--- src/rtl/spi_pkg.sv ---
// spi_pkg -- shared types for the configurable SPI master.
//   state_t    : transfer sequencer states
//   spi_mode_t : per-transfer wire format latched on start
package spi_pkg;

  typedef enum logic [2:0] {
    IDLE,
    SETUP,
    TRANSFER,
    HOLD,
    DONE
  } state_t;

  typedef struct packed {
    logic cpol;
    logic cpha;
    logic lsb_first;
  } spi_mode_t;

endpackage

--- src/rtl/spi_sck_gen.sv ---
// spi_sck_gen -- SCK timing for spi_master_cfg.
// Produces a tick at the end of every half-period of H = div+1 clk cycles
// while a transfer phase is active, and qualifies the ticks that move SCK
// into leading / trailing edges.
// Ports:
//   clk, rst        clock, asynchronous active-high reset
//   active          high in SETUP, TRANSFER and HOLD
//   in_setup        high in SETUP
//   in_transfer     high in TRANSFER
//   div             latched divider value (half-period = div+1 cycles)
//   len             latched transfer length in bits (1..MAX)
//   tick            last cycle of the current half-period
//   lead_stb        SCK moves to its active level at the next clk edge
//   trail_stb       SCK returns to its idle level at the next clk edge
//   xfer_end        last cycle of TRANSFER
module spi_sck_gen #(
  parameter int DIV_WIDTH = 8,
  parameter int LEN_W     = 6
) (
  input  logic                 clk,
  input  logic                 rst,
  input  logic                 active,
  input  logic                 in_setup,
  input  logic                 in_transfer,
  input  logic [DIV_WIDTH-1:0] div,
  input  logic [LEN_W-1:0]     len,
  output logic                 tick,
  output logic                 lead_stb,
  output logic                 trail_stb,
  output logic                 xfer_end
);

  localparam int CNT_W = LEN_W + 1;

  logic [DIV_WIDTH-1:0] div_cnt;
  logic [CNT_W-1:0]     half_cnt;
  logic [CNT_W-1:0]     last_half;

  assign tick      = active && (div_cnt == div);
  assign last_half = {len, 1'b0} - CNT_W'(1);
  assign xfer_end  = in_transfer && tick && (half_cnt == last_half);

  // The SETUP tick is edge 1 (leading). A TRANSFER tick closing half-period h
  // is edge h+2, so odd h is leading and even h trailing; the final
  // half-period ends the transfer with SCK already idle, so it is no edge.
  assign lead_stb  = tick && (in_setup || (in_transfer && half_cnt[0] && !xfer_end));
  assign trail_stb = tick && in_transfer && !half_cnt[0];

  // Divider counter compares before incrementing and clears on the tick, so
  // div at its maximum never wraps the counter.
  always_ff @(posedge clk or posedge rst) begin
    if (rst) begin
      div_cnt <= '0;
    end else if (!active || tick) begin
      div_cnt <= '0;
    end else begin
      div_cnt <= div_cnt + DIV_WIDTH'(1);
    end
  end

  // Half-period counter, only meaningful inside TRANSFER.
  always_ff @(posedge clk or posedge rst) begin
    if (rst) begin
      half_cnt <= '0;
    end else if (!in_transfer) begin
      half_cnt <= '0;
    end else if (tick) begin
      half_cnt <= half_cnt + CNT_W'(1);
    end
  end

endmodule

--- src/rtl/spi_master_cfg.sv ---
// spi_master_cfg -- runtime-configurable SPI master (mode, bit order,
// length, divider, chip select), one transfer per start pulse.
// Optional feature macro: SPI_LOOPBACK_EN adds input 'loopback'; when
// latched high the received bit is taken from the internal MOSI.
// Ports:
//   clk, rst          clock, asynchronous active-high reset
//   start             transfer request, accepted only in IDLE
//   tx_data           right-justified transmit word
//   xfer_len          bits per transfer (0 or >MAX means MAX)
//   cs_sel            chip-select index (out of range selects none)
//   cpol, cpha        SPI mode
//   lsb_first         bit order on the wire
//   clk_div           SCK half-period = clk_div+1 clk cycles
//   busy, done        handshake; done pulses for one cycle with rx_data
//   rx_data           right-justified received word
//   spi_sck, spi_cs_n, spi_mosi, spi_miso   SPI pins
module spi_master_cfg
  import spi_pkg::*;
#(
  parameter int MAX_DATA_LENGTH = 32,
  parameter int NUM_CS          = 4,
  parameter int DIV_WIDTH       = 8,
  localparam int LEN_W = $clog2(MAX_DATA_LENGTH + 1),
  localparam int CS_W  = (NUM_CS > 1) ? $clog2(NUM_CS) : 1
) (
  input  logic                       clk,
  input  logic                       rst,
  input  logic                       start,
  input  logic [MAX_DATA_LENGTH-1:0] tx_data,
  input  logic [LEN_W-1:0]           xfer_len,
  input  logic [CS_W-1:0]            cs_sel,
  input  logic                       cpol,
  input  logic                       cpha,
  input  logic                       lsb_first,
  input  logic [DIV_WIDTH-1:0]       clk_div,
  output logic                       busy,
  output logic                       done,
  output logic [MAX_DATA_LENGTH-1:0] rx_data,
  output logic                       spi_sck,
  output logic [NUM_CS-1:0]          spi_cs_n,
  output logic                       spi_mosi,
  input  logic                       spi_miso
`ifdef SPI_LOOPBACK_EN
  ,
  input  logic                       loopback
`endif
);

  localparam int IDX_W = (MAX_DATA_LENGTH > 1) ? $clog2(MAX_DATA_LENGTH) : 1;

  state_t                     state, state_next;
  spi_mode_t                  mode_q;
  logic [MAX_DATA_LENGTH-1:0] tx_sh, rx_sh;
  logic [LEN_W-1:0]           len_q, len_eff, samp_cnt;
  logic [CS_W-1:0]            cs_q;
  logic [DIV_WIDTH-1:0]       div_q;
  logic                       sck_q;
  logic                       in_setup, in_transfer, active;
  logic                       tick, lead_stb, trail_stb, xfer_end;
  logic                       start_ok, sample_stb, shift_stb, tx_bit, rx_bit;

  assign start_ok = (state == IDLE) && start;
  assign len_eff  = ((xfer_len == '0) || (xfer_len > LEN_W'(MAX_DATA_LENGTH)))
                    ? LEN_W'(MAX_DATA_LENGTH) : xfer_len;

  spi_sck_gen #(
    .DIV_WIDTH (DIV_WIDTH),
    .LEN_W     (LEN_W)
  ) u_sck_gen (
    .clk         (clk),
    .rst         (rst),
    .active      (active),
    .in_setup    (in_setup),
    .in_transfer (in_transfer),
    .div         (div_q),
    .len         (len_q),
    .tick        (tick),
    .lead_stb    (lead_stb),
    .trail_stb   (trail_stb),
    .xfer_end    (xfer_end)
  );

  // State register.
  always_ff @(posedge clk or posedge rst) begin
    if (rst) begin
      state <= IDLE;
    end else begin
      state <= state_next;
    end
  end

  // Sequencer: each phase ends on a divider tick except TRANSFER, which ends
  // after its last half-period, and DONE, which lasts exactly one cycle.
  always_comb begin
    state_next  = state;
    busy        = 1'b0;
    done        = 1'b0;
    in_setup    = 1'b0;
    in_transfer = 1'b0;
    active      = 1'b0;
    case (state)
      IDLE: begin
        if (start) state_next = SETUP;
      end
      SETUP: begin
        busy     = 1'b1;
        in_setup = 1'b1;
        active   = 1'b1;
        if (tick) state_next = TRANSFER;
      end
      TRANSFER: begin
        busy        = 1'b1;
        in_transfer = 1'b1;
        active      = 1'b1;
        if (xfer_end) state_next = HOLD;
      end
      HOLD: begin
        busy   = 1'b1;
        active = 1'b1;
        if (tick) state_next = DONE;
      end
      DONE: begin
        done       = 1'b1;
        state_next = IDLE;
      end
      default: state_next = IDLE;
    endcase
  end

  // The wire bit always sits at one end of the shift register: MSB-first
  // words are pre-aligned to the top so only len bits ever reach the wire.
  assign tx_bit   = mode_q.lsb_first ? tx_sh[0] : tx_sh[MAX_DATA_LENGTH-1];
  assign spi_mosi = busy & tx_bit;

`ifdef SPI_LOOPBACK_EN
  logic lb_q;

  // Loopback select is latched with the rest of the transfer setup.
  always_ff @(posedge clk or posedge rst) begin
    if (rst) begin
      lb_q <= 1'b0;
    end else if (start_ok) begin
      lb_q <= loopback;
    end
  end

  assign rx_bit = lb_q ? tx_bit : spi_miso;
`else
  assign rx_bit = spi_miso;
`endif

  // CPHA=1 already presents bit 0 in SETUP, so its first leading edge does
  // not advance; the sample count stops the shift once the last bit is out
  // so MOSI holds it through the final trailing edge and HOLD.
  assign sample_stb = mode_q.cpha ? trail_stb : lead_stb;
  assign shift_stb  = (mode_q.cpha ? (lead_stb && !in_setup) : trail_stb)
                      && (samp_cnt != len_q);

  // Transfer setup is captured on the accepted start; afterwards only the
  // strobes from the SCK generator move the datapath.
  always_ff @(posedge clk or posedge rst) begin
    if (rst) begin
      mode_q   <= '0;
      tx_sh    <= '0;
      rx_sh    <= '0;
      len_q    <= '0;
      samp_cnt <= '0;
      cs_q     <= '0;
      div_q    <= '0;
      sck_q    <= 1'b0;
    end else if (start_ok) begin
      mode_q   <= '{cpol: cpol, cpha: cpha, lsb_first: lsb_first};
      tx_sh    <= lsb_first ? tx_data
                            : (tx_data << (LEN_W'(MAX_DATA_LENGTH) - len_eff));
      rx_sh    <= '0;
      len_q    <= len_eff;
      samp_cnt <= '0;
      cs_q     <= cs_sel;
      div_q    <= clk_div;
      sck_q    <= cpol;
    end else begin
      if (lead_stb || trail_stb) begin
        sck_q <= ~sck_q;
      end
      if (shift_stb) begin
        tx_sh <= mode_q.lsb_first ? (tx_sh >> 1) : (tx_sh << 1);
      end
      if (sample_stb) begin
        samp_cnt <= samp_cnt + LEN_W'(1);
        if (mode_q.lsb_first) begin
          rx_sh[samp_cnt[IDX_W-1:0]] <= rx_bit;
        end else begin
          rx_sh <= (rx_sh << 1) | MAX_DATA_LENGTH'(rx_bit);
        end
      end
    end
  end

  // Received word becomes visible on entry to DONE and holds until the next
  // completed transfer or reset.
  always_ff @(posedge clk or posedge rst) begin
    if (rst) begin
      rx_data <= '0;
    end else if ((state == HOLD) && tick) begin
      rx_data <= rx_sh;
    end
  end

  // Idle SCK follows the live cpol input; reset forces it low regardless.
  assign spi_sck = rst ? 1'b0 : ((state == IDLE) ? cpol : sck_q);

  // One-hot active-low select while busy; an index with no matching output
  // leaves every line high.
  always_comb begin
    spi_cs_n = '1;
    if (busy) begin
      for (int i = 0; i < NUM_CS; i++) begin
        if (int'(cs_q) == i) spi_cs_n[i] = 1'b0;
      end
    end
  end

endmodule

--- config.mk ---
export PLATFORM = sky130hd
export DESIGN_NAME = spi_master_cfg
export DESIGN_NICKNAME = d
export VERILOG_FILES = /design/src/rtl/spi_pkg.sv /design/src/rtl/spi_sck_gen.sv /design/src/rtl/spi_master_cfg.sv
export SDC_FILE = /design/constraint.sdc
export NUM_CORES = 1
export LEC_CHECK = 0
export ABC_CLOCK_PERIOD_IN_PS = 4750
export CORE_ASPECT_RATIO = 0.5
export CORE_MARGIN = 4
export CORE_UTILIZATION = 50
export CTS_CLUSTER_DIAMETER = 60
export CTS_CLUSTER_SIZE = 30
export DETAILED_ROUTE_END_ITERATION = 16
export GPL_ROUTABILITY_DRIVEN = 0
export PLACE_DENSITY = 0.72
export SYNTH_ARGS = -nofsm -noshare
export SYNTH_HDL_FRONTEND = slang
export SYNTH_SLANG_ARGS = --single-unit
export TNS_END_PERCENT = 100
--- constraint.sdc ---
create_clock -name clk -period 4.75 [get_ports clk]
set_clock_uncertainty 0.15 [all_clocks]
set_input_delay 0.475 -clock clk [delete_from_list [all_inputs] [get_ports clk]]
set_output_delay 0.475 -clock clk [all_outputs]
set_load 0.01 [all_outputs]
[After elaboration in Yosys (flattened, before gate mapping)]
Index checks and enable logic that the tools add are counted.
Storage, ports and cells
  bits in registers: 139
  input port bits: 55
  output and inout bits: 40
  logic and storage cells: 105
Operators by class
  add/sub/neg operators: 5
  $lt $le $gt $ge: 3
  muxes and demuxes: 37
  shift-type cells: 1
  reductions and logical operators: 28
  equal/unequal tests: 15
  bitwise gates (word level): 3
Operators with widths (number)
  $mux W32: 7
  $bwmux W32: 1
  $or A32 B1 Y32: 1
  $shl A32 B6 Y32: 1
  $mux W6: 3
  $mux W1: 16
  $mux W7: 2
  $logic_and A1 B1 Y1: 12
  $mux W3: 4
  $pmux W3 S4: 1
  $add A8 B1 Y8 const B: 1
  $eq A8 B8 Y1: 1
  $mux W8: 1
  $ne A2 B2 Y1 const B: 4
  $add A7 B1 Y7 const B: 1
  $eq A7 B7 Y1: 1
  $sub A7 B1 Y7 const B: 1
  $add A6 B1 Y6 const B: 1
  $eq A3 B2 Y1 const B: 2
  $gt A6 B6 Y1 const B: 1
  $logic_not A6 Y1: 1
  $lt A5 B6 Y1 const B: 1
  $ne A6 B6 Y1: 1
  $reduce_bool A2 Y1: 3
  other kinds (17): 24

[Logic depth before layout (Yosys ltp)]
Gate-level depths: netlist of run 1.
  depth in word-level cells: 15
  gate-level depth with buffers: 16
  mapped depth without buffers: 10

[By module]
Synthesis of run 1 repeated with hierarchy kept, for this count alone.
Second synthesis, totals
  cells, all modules: 1050
  area, all modules: 9145.0 um^2
Modules (own cells, without submodules)
  spi_master_cfg: sequential area each 3103.0 um^2, area each 8130.3 um^2, cells each 942, times used 1
  spi_sck_gen: sequential area each 375.4 um^2, area each 1014.7 um^2, cells each 108, times used 1

[Least setup slack after synthesis of run 1]
Ideal clock, no wire load.
  path type: in2reg
  start point: input xfer_len[5]
  end point: register tx_sh[23]
  setup time: 0.123 ns
  arrival: 3.415 ns
  cell stages on the path: 15
  data required time: 4.477 ns
  path buffers: 6
  setup slack: 1.063 ns
  cell sequence: buf_2 -> nor2b_1 -> buf_4 -> inv_2 -> buf_2 -> buf_4 -> ha_1 -> buf_2 -> buf_2 -> mux2i_1 -> mux2i_1 -> mux2_2 -> a221oi_1 -> o31ai_1 -> o221a_2
On the way
  cells in the longest elaborated chain, start to end: 7
  elaborated cells on any way between the ends: 8
  classes of those cells: 1 x add/sub; 1 x order compare; 1 x shift; 3 x mux; 2 x reduce/logical
Ends and longest elaborated chain
  from (decl): line spi_master_cfg.sv:30  | input logic [LEN_W-1:0] xfer_len,
  $gt A6 B6 Y1 / $logic_not A6 Y1 (equally long branches): line spi_master_cfg.sv:63  | assign len_eff = ((xfer_len == '0) || (xfer_len > LEN_W'(MAX_DATA_LENGTH)))
  $logic_or A1 B1 Y1: line spi_master_cfg.sv:63
  $mux W6 (*): line spi_master_cfg.sv:64  | ? LEN_W'(MAX_DATA_LENGTH) : xfer_len;
  $sub A6 B6 Y6 (*): line spi_master_cfg.sv:174  | : (tx_data << (LEN_W'(MAX_DATA_LENGTH) - len_eff));
  $shl A32 B6 Y32 (*): line spi_master_cfg.sv:174
  $mux W32 (*): line spi_master_cfg.sv:173  | tx_sh <= lsb_first ? tx_data
  $mux W32 (*): line spi_master_cfg.sv:171  | end else if (start_ok) begin
  to (signal assigned): line spi_master_cfg.sv:173
  to (signal assigned): line spi_master_cfg.sv:186  | tx_sh <= mode_q.lsb_first ? (tx_sh >> 1) : (tx_sh << 1);
  to (decl): line spi_master_cfg.sv:53  | logic [MAX_DATA_LENGTH-1:0] tx_sh, rx_sh;
Mark *: on every way between the ends. The rest lies on a longest branch, timed or not.
A chain may end at the register's enable or synchronous reset.

[Worst setup path in the final report of run 1]
  start point: input xfer_len[5]
  end point: register tx_sh[16]
Same word-level chain as after synthesis.

==> flow_summary.yaml, run 1 <==
setup_path:
  crit_arrival_ns: 3.72
  cp_max_fo: 18
  timing.critical_path.cells: "clkdlybuf4s50_1 -> nor2b_2 -> inv_2 -> ha_2 -> buf_4 -> mux2i_1 -> mux2i_1 -> mux2_2 -> a221oi_1 -> o21ai_0 -> o211a_1"
  worst-r2r-cell-count: 10
  cp_slowest_cell: "sky130_fd_sc_hd__ha_2"
  worstPathRequired_ns: 4.90
  crit_path_end_kind: "register"
  crit_path_start_kind: "input pin"
  critPathMostFrequentCell: "sky130_fd_sc_hd__mux2i_1"
  worst_path_largest_cell_delay_ns: 0.63
  criticalPathCategory: "in -> reg"
pwr:
  max-vdd-ir-drop_v: 0.000280
  power.static_leakage_nw: 4.52
  finalPower_mw: 4.91
  power_per_cell_area_nw_per_um2: 457
drt:
  final_antenna_net_count: 0
  drt_pre_antenna_iters: 5
  num_vias: 8172
  detail_route.vias_per_cell: 6.42
  drc_errors: 0
  drt_iter0_drc: 952
  routedWlPerCell_um: 20.0
  wl_um: 25500
synthesis:
  netlist-cell-type-count: 72
  edff_count_synth: 0
  yosys-top-cells-area: "sky130_fd_sc_hd__dfrtp_1 38%, sky130_fd_sc_hd__mux2i_1 6.2%, sky130_fd_sc_hd__mux4_2 5.9%"
  async_flop_share: 1.00
  netlist.top_cell.by_area: "sky130_fd_sc_hd__dfrtp_1"
  yosys_register_bits: 139
  ys.flop_type: "sky130_fd_sc_hd__dfrtp_1"
  syn-num-nets: 1043
  synthCells: 980
  synth_seq_area_share: 0.378
  avgSynthCellArea_um2: 9.39
  synthesis.area_um2: 9200
  synthesis.yosys.warnings: 0
  netlist.area_leader.share: 0.378
timing:
  transition_time_at_the_pin_with_the_least_slew_margin_ns: 1.06
  final-setup-viol-count: 0
  setup_slack_ns: 1.18
  clock.fmax_mhz: 280
  holdWs_ns: 0.348
  fin_setup_tns_ns: 0
  pins_over_their_slew_limit: 0
  timing.final.crit_share: 0.751
  setup_repair_after_global_routing_missed_its_margin: "false"
  min_period_ns: 3.57
  hold_viol: 0
  timing.max_slew.rel_slack: 0.290
cts:
  tritoncts: "yes"
  cts-htree-levels: 4
  clk_latency_ns: 0.42
  cts_resized: 0
  cts-root-to-sink-buffers: 2
  inserted_clock_buffers: 17
  clkTransAtPathRegs_ns: 0.06
  hold_buffers: 0
  clock_tree.root_cell: "sky130_fd_sc_hd__clkbuf_16"
  postCtsSetupRepairBufs: 0
  clkSinkCount: 139
min_path:
  holdCritPathClass: "reg -> reg"
  min_path_cells: 2
grt:
  grt.total_usage: 0.244
  first_pass_grt_wire_length_um: 41500
  pin_count_of_the_biggest_net_entering_global_routing: 80
  grt_pass1_vias: 7775
  number_of_antenna_violations_at_the_first_check_in_global_routing: 0
  grt_remaining_overflow: 0
place:
  dp_hpwl_um: 17800
  placedInstanceArea_um2: 10200
  placement.setup.worst_slack_ns: 0.826
  port-buffer-count: 94
  dpl.cell_count: 1241
floorplanning:
  pin_count: 95
  die_width_um: 200
  start_util: 0.520
  die_y_um: 104
  die_area_um2: 20800
  core_area_um2: 17700
  placementRows: 34
finish:
  area_growth_pct: 16.7
  antennaDiodeCount: 0
  final_core_util: 0.607
  instances_no_fill: 1272
  layout.cell_area.non_filler_um2: 10700
  final_net_count: 1089
  layout-drive-gt1-share: 0.132
job:
  timing.max_cap.violations: 0
outcome:
  status: "completed"
-- kinds of logic after synthesis --
logic type / Yosys count / share of synthesized area
simple gates: 293 / 0.147
compound gates: 281 / 0.209
flops: 139 / 0.378
mux: 121 / 0.170
buf+inv: 103 / 0.0517
xor+xnor: 35 / 0.0341
fa+ha+maj: 8 / 0.0109
-- layer usage --
metal | global-route usage | part of all wire | vias up
li1 | - | - | 3718
met1 | 0.348 | 0.44 | 3994
met2 | 0.370 | 0.45 | 386
met3 | 0.0608 | 0.079 | 74
met4 | 0.0741 | 0.029 | 0
met5 | 0 | 0 | -
-- cell usage in the layout (no fill, tap or decap), drive strengths merged, types with 29 or more instances in the layout --
cell / synthesis / final
dfrtp: 139 / 139
nand2: 128 / 128
clkdlybuf4s50: 0 / 94
a21oi: 67 / 67
nor2: 58 / 58
mux2i: 57 / 57
o21ai: 54 / 54
mux2: 40 / 40
nand3: 30 / 30
a22oi: 29 / 29
-- final cells by class --
class / instances / area [µm²]
clock inverters: 10 / 93.8
flip-flops and latches: 139 / 3480
clock buffers: 21 / 450
repair buffers: 115 / 1100
inverters: 15 / 61.3
fillers: 1500 / 6960
well taps: 234 / 293
multi-input cells: 738 / 5260
-- synth_stat cells, types with 5 or more instances --
master                     number
sky130_fd_sc_hd__o221ai_1      10
sky130_fd_sc_hd__o22ai_1       10
sky130_fd_sc_hd__buf_1          7
sky130_fd_sc_hd__a22oi_1       29
sky130_fd_sc_hd__a21oi_1       66
sky130_fd_sc_hd__o211ai_1      28
sky130_fd_sc_hd__buf_2         17
sky130_fd_sc_hd__a221o_1        5
sky130_fd_sc_hd__buf_6          5
sky130_fd_sc_hd__mux4_2        24
sky130_fd_sc_hd__buf_4          8
sky130_fd_sc_hd__o21ai_0       52
sky130_fd_sc_hd__nor3_1        16
sky130_fd_sc_hd__nand4_1        6
sky130_fd_sc_hd__and3_1        10
sky130_fd_sc_hd__mux2_2        40
sky130_fd_sc_hd__nor2_1        57
sky130_fd_sc_hd__a211oi_1      17
sky130_fd_sc_hd__mux2i_1       57
sky130_fd_sc_hd__nor2b_1       10
sky130_fd_sc_hd__a31oi_1       17
sky130_fd_sc_hd__inv_1         13
sky130_fd_sc_hd__clkbuf_1      51
sky130_fd_sc_hd__dfrtp_1      139
sky130_fd_sc_hd__nand2b_1       6
sky130_fd_sc_hd__and2_1         6
sky130_fd_sc_hd__nand2_1      128
sky130_fd_sc_hd__or3_1          5
sky130_fd_sc_hd__xnor2_1       11
sky130_fd_sc_hd__ha_1           8
sky130_fd_sc_hd__xor2_1        23
sky130_fd_sc_hd__nand3_1       30
sky130_fd_sc_hd__a211o_1        7
-- path summary, 6_finish.rpt --
check / to / start / slack [ns]
max: tx_sh[16] / xfer_len[5] / 1.18
min: div_q[5] / div_q[5] / 0.35
max reg2reg: rx_sh[12] / len_q[0] / 1.55
min reg2reg: div_q[5] / div_q[5] / 0.35
max in group asynchronous: tx_sh[4] / rst / 3.09
min in group asynchronous: sck_q / rst / 0.45
-- power by group --
group          internal (mW)  leakage [nW]  total [mW]  switching [mW]
clock                  0.731         0.259        1.24           0.508
sequential              1.46          1.82        1.78           0.321
combinational          0.814          2.44        1.89            1.07
total                   3.01          4.52        4.91            1.90
-- sequential cells by signal, summed over array words and instances (netlist names), 2 cells and up --
signal and count:
rx_data 32, rx_sh 32, tx_sh 32, div_q 8, u_sck_gen.div_cnt 8, u_sck_gen.half_cnt 7
len_q 6, samp_cnt 6, state 3, cs_q 2, mode_q 2
-- critical path: cells and delay by family --
| family | cells | cell delay (ns) |
|---|---|---|
| buffers and inverters | 3 | 0.90 |
| multiplexers | 3 | 0.84 |
| AO/OA/AOI/OAI | 3 | 0.63 |
| adder cells (fa/ha/maj) | 1 | 0.63 |
| AND/OR/NAND/NOR | 1 | 0.22 |
(Power assumes the default switching activity.)
==> inputs of run 2 (changes only) <==
ABC_CLOCK_PERIOD_IN_PS = 3700   (was 4750)
clock period = 3.7 ns   (was 4.75 ns; I/O delays follow)
==> run 2 against run 1 <==
Setup slack worse by 0.64 ns; global-route usage shrank 0.31 points; sequential share of layout area shrank 0.41 points; final cell count increased by 0.63%; non-clock buffer count is 8 higher; routed wire length decreased by 0.60%; die area unchanged; first-iteration DRC count decreased by 10%; core utilization up 0.78 points; clock power increased by 34%; critical endpoint is now tx_sh[21].
==> flow_summary.yaml, run 2 (synthesized netlist as in run 1, its figures left out) <==
setup_path:
  cp_max_fo: 17
  worst_path_largest_cell_delay_ns: 0.59
  crit_arrival_ns: 3.30
  crit_path_start_kind: "input pin"
  cp_slowest_cell: "sky130_fd_sc_hd__ha_2"
  crit_path_end_kind: "register"
  cp_num_buf_inv: 3
  criticalPathCategory: "in -> reg"
  timing.critical_path.cells: "clkdlybuf4s50_1 -> nor2b_2 -> inv_2 -> ha_2 -> buf_4 -> mux4_2 -> mux2i_1 -> o32a_1 -> nand3_1 -> o221a_2"
  largest_delay_contributor_family_on_the_critical_path: "buffers and inverters"
  worstPathRequired_ns: 3.85
grt:
  globalRoute.busiestLayer: "met2"
  first_pass_grt_wire_length_um: 40900
  grt_pass1_vias: 7739
  grt_use_met2: 0.363
  number_of_antenna_violations_at_the_first_check_in_global_routing: 0
  grt.total_usage: 0.241
  pin_count_of_the_biggest_net_entering_global_routing: 64
  global_route.usage.met3: 0.0547
  grt_remaining_overflow: 0
  m1_gr_usage: 0.345
finish:
  antennaDiodeCount: 0
  area_growth_pct: 18.2
  largest_registers: "rx_data (32), rx_sh (32), tx_sh (32)"
  nFillCells: 1517
  mostFrequentLayoutCell: "sky130_fd_sc_hd__dfrtp_1"
  final_net_count: 1097
  layout-drive-gt1-share: 0.141
  layout.cells.most_common_list: "138 x sky130_fd_sc_hd__dfrtp_1, 127 x sky130_fd_sc_hd__nand2_1, 94 x sky130_fd_sc_hd__clkdlybuf4s50_1, 66 x sky130_fd_sc_hd__a21oi_1"
drt:
  num_vias: 8121
  wl_um: 25300
  routedWlPerCell_um: 19.8
  drt_pre_antenna_iters: 6
  drt_iter0_drc: 854
  drc_errors: 0
  detail_route.vias_per_cell: 6.34
  final_antenna_net_count: 0
cts:
  postCtsSetupRepairBufs: 0
  cts-htree-levels: 4
  cts-root-to-sink-buffers: 2
  clock_tree.root_cell: "sky130_fd_sc_hd__clkbuf_16"
  inserted_clock_buffers: 17
  clkTransAtPathRegs_ns: 0.06
  cts_resized: 0
  hold_buffers: 0
  clk_latency_ns: 0.42
  clkSinkCount: 139
  tritoncts: "yes"
floorplanning:
  die_width_um: 200
  die_y_um: 104
  die_area_um2: 20800
  pin_count: 95
  placementRows: 34
  start_util: 0.520
  core_area_um2: 17700
timing:
  transition_time_at_the_pin_with_the_least_slew_margin_ns: 0.926
  min_period_ns: 3.15
  clock.fmax_mhz: 317
  timing.max_slew.rel_slack: 0.382
  timing.final.crit_share: 0.853
  fin_setup_tns_ns: 0
  hold_viol: 0
  holdWs_ns: 0.286
  final-setup-viol-count: 0
  pins_over_their_slew_limit: 0
  setup_repair_after_global_routing_missed_its_margin: "false"
place:
  port-buffer-count: 94
  dp_hpwl_um: 17600
pwr:
  power_per_cell_area_nw_per_um2: 588
  max-vdd-ir-drop_v: 0.000318
  power.static_leakage_nw: 4.59
job:
  timing.max_cap.violations: 0
min_path:
  holdCritPathClass: "in -> async"
outcome:
  status: "completed"
[run 2: cell types whose count changed in the layout (fill, tap and decap cells not counted), sizes merged]
cell and change:
buf +8, bufinv +1, clkbuf -3, clkinv +3, clkinvlp -1
[run 2: path summary, 6_finish.rpt]
kind                            depth (start not counted)  slack (ns)   startpoint           to
max in group asynchronous                               3        2.38          rst   rx_data[9]
worst min register to register                          1        0.35  rx_data[30]  rx_data[30]
worst min-delay path                                    2        0.29          rst    mode_q[1]
min in group clk                                        3        0.32    cs_sel[0]      cs_q[0]
worst max-delay path                                   10        0.55  xfer_len[0]    tx_sh[21]
worst max register to register                         10        0.58     len_q[0]     rx_sh[0]
[run 2: layout make-up]
| cell class | count | area, µm² | share of cell area |
|---|---|---|---|
| sequential | 139 | 3480 | 0.320 |
| inverter | 15 | 60.1 | 0.00552 |
| clock inverter | 13 | 144 | 0.0132 |
| timing repair buffer | 123 | 1210 | 0.111 |
| multi-input combinational | 738 | 5260 | 0.484 |
| clock buffer | 18 | 429 | 0.0395 |
| tap | 234 | 293 | 0.0269 |
[run 2: power by group]
part           switching (mW)  internal, mW
clock                   0.668         0.993
sequential              0.412          1.88
combinational            1.38          1.06
total                    2.46          3.94
[run 2: stage by stage]
step	cell area, µm²	power [mW]	std cells	worst slack [ns]	util
floorplan	9200	4.04	980	0.118	-
global placement	10300	4.65	1249	0.209	0.582
detailed placement	10300	4.71	1249	0.160	0.582
CTS	10900	6.40	1280	0.591	0.615
global route	10900	6.80	1280	0.308	0.615
finish	10900	6.40	1280	0.545	0.615
[run 2: metal layers]
metal | vias to the layer above | share of wire | routed length [µm]
met1 | 3913 | 0.43 | 10900
met3 | 66 | 0.080 | 2020
met4 | 0 | 0.027 | 681
met5 | - | 0 | 0
met2 | 398 | 0.46 | 11700
li1 | 3744 | - | -
==> inputs of run 3 (changes only) <==
ABC_CLOCK_PERIOD_IN_PS = 3300   (was 3700)
clock period = 3.3 ns   (was 3.7 ns; I/O delays follow)
==> run 3 against run 2 <==
Routed wire length grew 3.7%; worst hold slack lost 0.016 ns; register-to-register slack lost 0.33 ns; critical path type unchanged; die area is the same; core utilization grew 1.2 points; sequential power grew 13%; clock power grew 8%; highest routed layer unchanged; first-iteration DRC count shrank 1.8%; final cell count grew 2.2%.
==> flow_summary.yaml, run 3 (synthesized netlist as in run 1, its figures left out) <==
floorplanning:
  die_y_um: 104
  core_area_um2: 17700
  die_area_um2: 20800
  placementRows: 34
  pin_count: 95
  start_util: 0.520
  die_width_um: 200
cts:
  cts_resized: 0
  clock_tree.root_cell: "sky130_fd_sc_hd__clkbuf_16"
  hold_buffers: 0
  cts-root-to-sink-buffers: 2
  inserted_clock_buffers: 17
  clk_latency_ns: 0.42
  clkSinkCount: 139
  tritoncts: "yes"
  clkTransAtPathRegs_ns: 0.06
  cts-htree-levels: 4
  postCtsSetupRepairBufs: 0
drt:
  wl_um: 26300
  detail_route.vias_per_cell: 6.36
  num_vias: 8321
  drt_pre_antenna_iters: 7
  routedWlPerCell_um: 20.1
  drt_iter0_drc: 839
  final_antenna_net_count: 0
  drc_errors: 0
finish:
  layout-drive-gt1-share: 0.163
  layout.cell_area.non_filler_um2: 11100
  mostFrequentLayoutCell: "sky130_fd_sc_hd__dfrtp_1"
  antennaDiodeCount: 0
  multi_input_area_um2: 5280
  final_core_util: 0.626
  seqCellArea_um2: 3480
  final_net_count: 1125
  nFillCells: 1488
  largest_registers: "rx_data (32), rx_sh (32), tx_sh (32)"
  layout.cells.most_common_list: "138 x sky130_fd_sc_hd__dfrtp_1, 127 x sky130_fd_sc_hd__nand2_1, 94 x sky130_fd_sc_hd__clkdlybuf4s50_1, 66 x sky130_fd_sc_hd__a21oi_1"
  area_growth_pct: 20.5
timing:
  transition_time_at_the_pin_with_the_least_slew_margin_ns: 0.910
  min_period_ns: 3.18
  final-setup-viol-count: 0
  setup_repair_after_global_routing_missed_its_margin: "false"
  pins_over_their_slew_limit: 0
  timing.max_slew.rel_slack: 0.392
  fin_setup_tns_ns: 0
  holdWs_ns: 0.271
  clock.fmax_mhz: 315
  hold_viol: 0
  timing.final.crit_share: 0.963
grt:
  number_of_antenna_violations_at_the_first_check_in_global_routing: 0
  first_pass_grt_wire_length_um: 42400
  grt.total_usage: 0.251
  grt_remaining_overflow: 0
  grt_pass1_vias: 7944
  pin_count_of_the_biggest_net_entering_global_routing: 69
job:
  timing.max_cap.violations: 0
setup_path:
  cp_max_fo: 16
  worst_path_largest_cell_delay_ns: 0.60
  crit_arrival_ns: 3.34
  crit_path_start_kind: "input pin"
  worstPathRequired_ns: 3.46
  criticalPathCategory: "in -> reg"
  timing.critical_path.cells: "clkdlybuf4s50_1 -> nor2b_2 -> inv_6 -> ha_2 -> mux2i_1 -> mux4_2 -> nand2_1 -> a311oi_1 -> o22ai_1 -> a211o_1"
  crit_path_end_kind: "register"
  cp_slowest_cell: "sky130_fd_sc_hd__ha_2"
place:
  placedInstanceArea_um2: 10500
  port-buffer-count: 94
  dp_hpwl_um: 18500
pwr:
  max-vdd-ir-drop_v: 0.000432
  power_per_cell_area_nw_per_um2: 647
  power.static_leakage_nw: 4.70
  finalPower_mw: 7.18
outcome:
  status: "completed"
min_path:
  holdCritPathClass: "in -> async"
==> run 3: area by class of cell <==
class,instances,share of cell area
multi-input cells,738,0.477
well taps,234,0.0264
clock inverters,10,0.00869
flip-flops and latches,139,0.314
inverters,15,0.00587
clock buffers,21,0.0406
repair buffers,151,0.128
==> run 3: per-layer routing <==
metal | wire length, µm | vias to the layer above | global-route usage | share of wire
met5 | 0 | - | 0 | 0
met4 | 852 | 0 | 0.0887 | 0.032
met3 | 1970 | 86 | 0.0544 | 0.075
met2 | 11900 | 380 | 0.385 | 0.45
met1 | 11500 | 4063 | 0.354 | 0.44
li1 | - | 3792 | - | -
==> run 3: worst max-delay path: cells and delay by family <==
kind,cells,cell delay [ns]
simple gates,2,0.31
buf+inv,2,0.51
compound gates,3,0.85
mux,2,0.73
fa+ha+maj,1,0.60
==> run 3: metrics by stage <==
| step | cells | setup WS [ns] |
|---|---|---|
| 6_report | 1308 | 0.123 |
| 5_1_grt | 1308 | 0.0334 |
| 4_1_cts | 1308 | 0.207 |
| 3_5_place_dp | 1277 | -0.236 |
| 3_3_place_gp | 1277 | -0.173 |
| 2_1_floorplan | 980 | 0.00783 |
==> run 3: path summary, 6_finish.rpt <==
check / from / to / slack, ns / depth (start not counted)
worst min-delay path: rst / sck_q / 0.27 / 2
worst max register to register: len_q[0] / tx_sh[5] / 0.25 / 10
worst max-delay path: xfer_len[0] / tx_sh[26] / 0.12 / 10
max in group asynchronous: rst / rx_data[10] / 1.93 / 3
min in group clk: clk_div[7] / div_q[7] / 0.29 / 3
worst min register to register: div_q[6] / div_q[6] / 0.35 / 2
==> run 3: report_power, final <==
part	total (mW)	switching, mW	internal (mW)	leakage, nW
Sequential	2.58	0.472	2.11	1.82
Combinational	2.80	1.55	1.25	2.63
Clock	1.80	0.750	1.05	0.255
